--- src/rtl/mips_pipe_pkg.sv ---
// Shared definitions for the MIPS pipeline control blocks.
//   REG_IDX_W              width of a register-file index
//   REG_ZERO               index of $zero, which never creates a dependency
//   MULDIV_LATENCY_DEFAULT cycles HI/LO stays busy after a mult/div issues
//   busy_state_e           state encoding of the mult/div busy tracker
package mips_pipe_pkg;

  localparam int unsigned REG_IDX_W = 5;
  localparam logic [REG_IDX_W-1:0] REG_ZERO = 5'd0;
  localparam int unsigned MULDIV_LATENCY_DEFAULT = 4;

  typedef enum logic {
    IDLE,
    BUSY
  } busy_state_e;

endpackage

--- src/rtl/muldiv_busy_tracker.sv ---
// Tracks how long the multi-cycle mult/div unit keeps HI/LO invalid.
//   Clk         rising-edge clock
//   Rst         asynchronous active-low reset
//   Issue       a mult/div leaves ID this cycle
//   MulDivBusy  HI/LO result not yet valid (high for MULDIV_LATENCY cycles after issue)
module muldiv_busy_tracker
  import mips_pipe_pkg::*;
#(
  parameter int unsigned MULDIV_LATENCY = MULDIV_LATENCY_DEFAULT  // legal 1..15
) (
  input  logic Clk,
  input  logic Rst,
  input  logic Issue,
  output logic MulDivBusy
);

  busy_state_e state_q, state_d;
  logic [3:0]  busy_cnt_q, busy_cnt_d;

  always_comb begin
    state_d    = state_q;
    busy_cnt_d = busy_cnt_q;
    unique case (state_q)
      IDLE: begin
        if (Issue) begin
          busy_cnt_d = 4'(MULDIV_LATENCY);
          state_d    = BUSY;
        end
      end
      BUSY: begin
        busy_cnt_d = busy_cnt_q - 4'd1;
        if (busy_cnt_q == 4'd1) begin
          state_d = IDLE;
        end
      end
      default: state_d = IDLE;
    endcase
  end

  always_ff @(posedge Clk or negedge Rst) begin
    if (!Rst) begin
      state_q    <= IDLE;
      busy_cnt_q <= '0;
    end else begin
      state_q    <= state_d;
      busy_cnt_q <= busy_cnt_d;
    end
  end

  assign MulDivBusy = (state_q == BUSY);

endmodule

--- src/rtl/hazard_stall_unit.sv ---
// ID-stage hazard detector for the 5-stage MIPS pipeline.
// Raises Stall (freeze PC and IF/ID) and Flush_IDEX (bubble into ID/EX)
// combinationally for load-use, branch-operand and HI/LO-busy hazards,
// and counts stalled cycles in a saturating performance counter.
//   Clk, Rst                 clock, asynchronous active-low reset
//   ID_Rs, ID_Rt, ID_UsesRt  source operands of the instruction in ID
//   ID_IsBranch              beq/bne resolved in ID
//   ID_IsMulDiv, ID_ReadsHiLo mult/div issue, mfhi/mflo read
//   EX_RegWrite, EX_MemRead, EX_Rd  producer in EX
//   MEM_MemRead, MEM_Rd      load in MEM
//   Stall, Flush_IDEX        hazard outputs (same cycle)
//   MulDivBusy               HI/LO not yet valid
//   StallCount               stalled cycles since reset, saturating
module hazard_stall_unit
  import mips_pipe_pkg::*;
#(
  parameter int unsigned MULDIV_LATENCY = MULDIV_LATENCY_DEFAULT,
  parameter int unsigned COUNT_WIDTH    = 32
) (
  input  logic                   Clk,
  input  logic                   Rst,
  input  logic [REG_IDX_W-1:0]   ID_Rs,
  input  logic [REG_IDX_W-1:0]   ID_Rt,
  input  logic                   ID_UsesRt,
  input  logic                   ID_IsBranch,
  input  logic                   ID_IsMulDiv,
  input  logic                   ID_ReadsHiLo,
  input  logic                   EX_RegWrite,
  input  logic                   EX_MemRead,
  input  logic [REG_IDX_W-1:0]   EX_Rd,
  input  logic                   MEM_MemRead,
  input  logic [REG_IDX_W-1:0]   MEM_Rd,
  output logic                   Stall,
  output logic                   Flush_IDEX,
  output logic                   MulDivBusy,
  output logic [COUNT_WIDTH-1:0] StallCount
);

  logic match_ex, match_mem;
  logic load_use, br_ex, br_mem, hilo;
  logic issue;
  logic [COUNT_WIDTH-1:0] stall_count_q, stall_count_d;

  // $zero is hard-wired, so writing it never creates a dependency
  function automatic logic src_match(input logic [REG_IDX_W-1:0] r);
    return (r != REG_ZERO) && ((r == ID_Rs) || (ID_UsesRt && (r == ID_Rt)));
  endfunction

  always_comb begin
    match_ex  = src_match(EX_Rd);
    match_mem = src_match(MEM_Rd);
    load_use  = EX_MemRead && match_ex;
    br_ex     = ID_IsBranch && EX_RegWrite && match_ex;
    br_mem    = ID_IsBranch && MEM_MemRead && match_mem;
    hilo      = MulDivBusy && (ID_ReadsHiLo || ID_IsMulDiv);
    Stall     = load_use | br_ex | br_mem | hilo;
  end

  assign Flush_IDEX = Stall;

  // MulDivBusy is registered inside the tracker, so Stall -> Issue -> tracker
  // forms no combinational loop.
  assign issue = ID_IsMulDiv && !Stall;

  muldiv_busy_tracker #(
    .MULDIV_LATENCY(MULDIV_LATENCY)
  ) u_busy (
    .Clk       (Clk),
    .Rst       (Rst),
    .Issue     (issue),
    .MulDivBusy(MulDivBusy)
  );

  always_comb begin
    stall_count_d = stall_count_q;
    if (Stall && (stall_count_q != '1)) begin
      stall_count_d = stall_count_q + COUNT_WIDTH'(1);
    end
  end

  always_ff @(posedge Clk or negedge Rst) begin
    if (!Rst) begin
      stall_count_q <= '0;
    end else begin
      stall_count_q <= stall_count_d;
    end
  end

  assign StallCount = stall_count_q;

endmodule

--- config.mk ---
export PLATFORM = sky130hd
export DESIGN_NAME = hazard_stall_unit
export DESIGN_NICKNAME = d
export VERILOG_FILES = /design/src/rtl/mips_pipe_pkg.sv /design/src/rtl/muldiv_busy_tracker.sv /design/src/rtl/hazard_stall_unit.sv
export SDC_FILE = /design/constraint.sdc
export NUM_CORES = 1
export LEC_CHECK = 0
export ABC_CLOCK_PERIOD_IN_PS = 4400
export BUFFER_PORTS_ARGS = -buffer_cell sky130_fd_sc_hd__buf_2
export CAP_MARGIN = 15
export CORE_MARGIN = 2
export CORE_UTILIZATION = 51
export DETAILED_ROUTE_END_ITERATION = 10
export MAX_ROUTING_LAYER = met4
export PLACE_DENSITY = 0.79
export SYNTH_ARGS = -nofsm -noshare
export SYNTH_HDL_FRONTEND = slang
export SYNTH_SLANG_ARGS = --single-unit
--- constraint.sdc ---
create_clock -name Clk -period 4.4 [get_ports Clk]
set_clock_uncertainty 0.2 [all_clocks]
set_input_delay 1.32 -clock Clk [delete_from_list [all_inputs] [get_ports Clk]]
set_output_delay 1.32 -clock Clk [all_outputs]
set_load 0.1 [all_outputs]
==> key figures <==
Clocking
  – Post-CTS setup buffer count: 0
  – Clock Path Buffers: 2
  – Clk Tree Root Cell: clkbuf_8
  – Clock sinks: 37
  – Hold-fix buffers at CTS: 0
  – Worst-Skew Late Latency: 0.28 ns
  – H-tree depth: 2
  – Clock slew at reported path FFs: 0.07 ns
  – CTS tree: built
  – Num CTS Buffers: 5
  – Post-cts sizing count: 0

Synth
  – Post-synthesis instance area: 2150 um^2
  – Sequential fraction of the synthesis area: 43.0%
  – Top cells by count, synth: dfrtp_1 (37), xnor2_1 (31), xor2_1 (19)
  – Top-count cell post-synth: dfrtp_1
  – Synth top area cells: dfrtp_1 (43%), xnor2_1 (13%), xor2_1 (7.7%)
  – Post-synthesis register bit count: 37
  – Cells after synthesis: 211
  – Synth top area share: 43.0%
  – Post-synth EDFFs: 0
  – YS warnings: 0
  – Post-synth top area cell: dfrtp_1
  – Async SR Flop Fraction: 100%
  – Synth Area per Inst: 10.2 um^2
  – Post-synth net total: 243
  – Post-synth top flop: dfrtp_1
  – Netlist cell types: 36

Power and ir drop
  – Leakage power: 1.30 nW
  – Worst vdd ir: 0.775 mV
  – Power Density: 487 nW/um^2

Timing
  – Fmax: 237 MHz
  – Hold Violations, Final: 0
  – Tcrit/Tclk final: 95.9%
  – Worst rel slew slack: 33.4%
  – Min Hold Slack: 0.293 ns
  – Setup TNS: 0 ns
  – Final Setup Violations: 0
  – RSZ-0062 raised after global routing: no
  – Worst slew pin tran: 0.991 ns
  – Slew Viols, Final: 0
  – Setup WS post-layout: 0.179 ns
  – Minimum clock period: 4.22 ns

Routing
  – Routed len/inst: 14.0 um
  – Vias: 1779
  – Final WL: 4.60 mm
  – DRT iter0 DRCs: 54
  – Pre-antenna DRT Iters: 4
  – Vias per Instance: 5.42
  – DR DRC count: 0
  – Detail Route Antenna Nets: 0

Layout
  – Nets: 309
  – Final core occ: 65.5%
  – Non-Filler Instances: 328
  – Antenna Cells: 0
  – Share of cells above drive strength 1: 29.1%
  – Area Overhead vs Synth: 22.7%

Floorplan
  – Initial Util: 53.4%
  – Core area: 4030 um^2
  – Die height: 68.9 um
  – I/O pin total: 64
  – Die area: 4750 um^2
  – Std cell rows: 23
  – Die Wd: 68.9 um

GRT
  – Gr usage total: 21.5%
  – Antenna violations before repair: 0
  – Overflow after GRT: 0
  – Vias in the first global route: 1652
  – Pin count of the biggest net entering global routing: 38
  – First-pass GRT wire length: 7.34 mm

Hold path
  – Worst hold endpoint: StallCount[15]$_DFFE_PN0P_
  – Worst hold stages: 1
  – HP Class: reg -> reg
  – HP Start: StallCount[15]$_DFFE_PN0P_

Placed design
  – Gpl congestion: 0.871
  – Post-DP HPWL: 3.45 mm
  – Setup WS pre-CTS: 0.160 ns
  – Cell count after placement: 320
  – PortBufs: 63

Run status
  – Run status: finished clean

Setup path
  – Worst flop-to-flop path endpoint: StallCount[31]$_DFFE_PN0P_
  – R2r setup slk: 1.69 ns
  – Crit path kind: in -> out
  – FF-to-FF path depth: 7
  – Crit Reg-Reg Startpoint: StallCount[0]$_DFFE_PN0P_
  – Crit path arrival time: 2.70 ns
  – Crit start category: input port
  – Crit. End Element: output pin
  – Critical Path RT: 2.88 ns
  – CP Max Fanout: 3

Job
  – MaxCap Viol Count: 0
==> per-layer routing <==
metal  track usage [%]  share of wire, %
met3              4.87               4.5
met1              27.2                46
met5                 -                 0
met4              8.82               1.8
met2              33.4                47
==> area by class of cell <==
type                            instances  area [um^2]
Fill cell                             346         1390
Multi-Input combinational cell        163         1170
Sequential cell                        37          926
Timing Repair Buffer                   64          353
Clock buffer                            7         96.3
Tap cell                               50         62.6
Inverter                                6         22.5
Clock inverter                          1         5.00
==> layout by cell type (no fill, tap or decap) <==
master     n
nand4b_1   1
and4_1     1
mux2i_1    2
clkinv_2   1
nor4_4     1
nand2b_1   1
nand4_1   15
and2_4     1
nand2_1   15
xor2_1    19
ha_1       3
o22ai_1    2
dfrtp_1   37
mux2_2     1
a21o_1     2
o21a_1     1
nor2_1    10
nor4b_4    1
o221ai_2   1
buf_12     2
nand3_1   17
and2_1     1
nand3_2    1
xnor2_1   31
nor4_1     3
or4_1      2
a32oi_1    2
nand4_4    1
clkbuf_8   7
inv_1      6
nor3b_1    2
nor3_1     8
and3_1    12
buf_2     61
and4_4     1
mux2_4     1
o211ai_1   1
buf_4      1
o21ai_0    3
==> worst max-delay path, stage by stage <==
cell and delay, ns:
buf_2 0.12, xor2_1 0.16, nor4_1 0.30, a32oi_1 0.17, o221ai_2 0.39, buf_12 0.23
==> state kept, by name (all words and copies together), names as in the netlist <==
| signal | flops |
|---|---|
| u_busy.busy_cnt_q | 4 |
| u_busy.MulDivBusy | 1 |
| StallCount | 32 |
==> logic make-up after synthesis <==
group           count (synthesis)  share of synthesized area (%)
buf+inv                        11                           2.33
compound gates                 12                           4.19
mux                             4                           2.15
flops                          37                           43.0
simple gates                   94                           26.2
xor+xnor                       50                           20.4
fa+ha+maj                       3                           1.75
==> stage by stage <==
| stage | total power, mW | area [um^2] |
|---|---|---|
| floorplan | 0.909 | 2160 |
| global placement | 1.02 | 2540 |
| detailed placement | 1.03 | 2540 |
| CTS | 1.29 | 2640 |
| global route | 1.34 | 2640 |
| finish | 1.28 | 2640 |
==> power by group <==
| part | leakage, nW | switching (mW) | internal [mW] |
|---|---|---|---|
| clock network | 0.0542 | 0.117 | 0.142 |
| registers | 0.487 | 0.0556 | 0.393 |
| logic | 0.755 | 0.426 | 0.152 |
| total | 1.30 | 0.599 | 0.686 |
==> worst max-delay path by stage <==
stage             start          to  slack (ns)  cells past startpoint
2_1_floorplan  EX_Rd[3]       Stall        0.05                      6
3_5_place_dp   EX_Rd[3]       Stall        0.16                      6
6_report       EX_Rd[3]       Stall        0.18                      6
4_1_cts        EX_Rd[3]       Stall        0.17                      6
3_3_place_gp   EX_Rd[3]  Flush_IDEX        0.23                      6
5_1_grt        EX_Rd[3]  Flush_IDEX        0.11                      6
No activity file was read; power rests on OpenSTA's default activity.
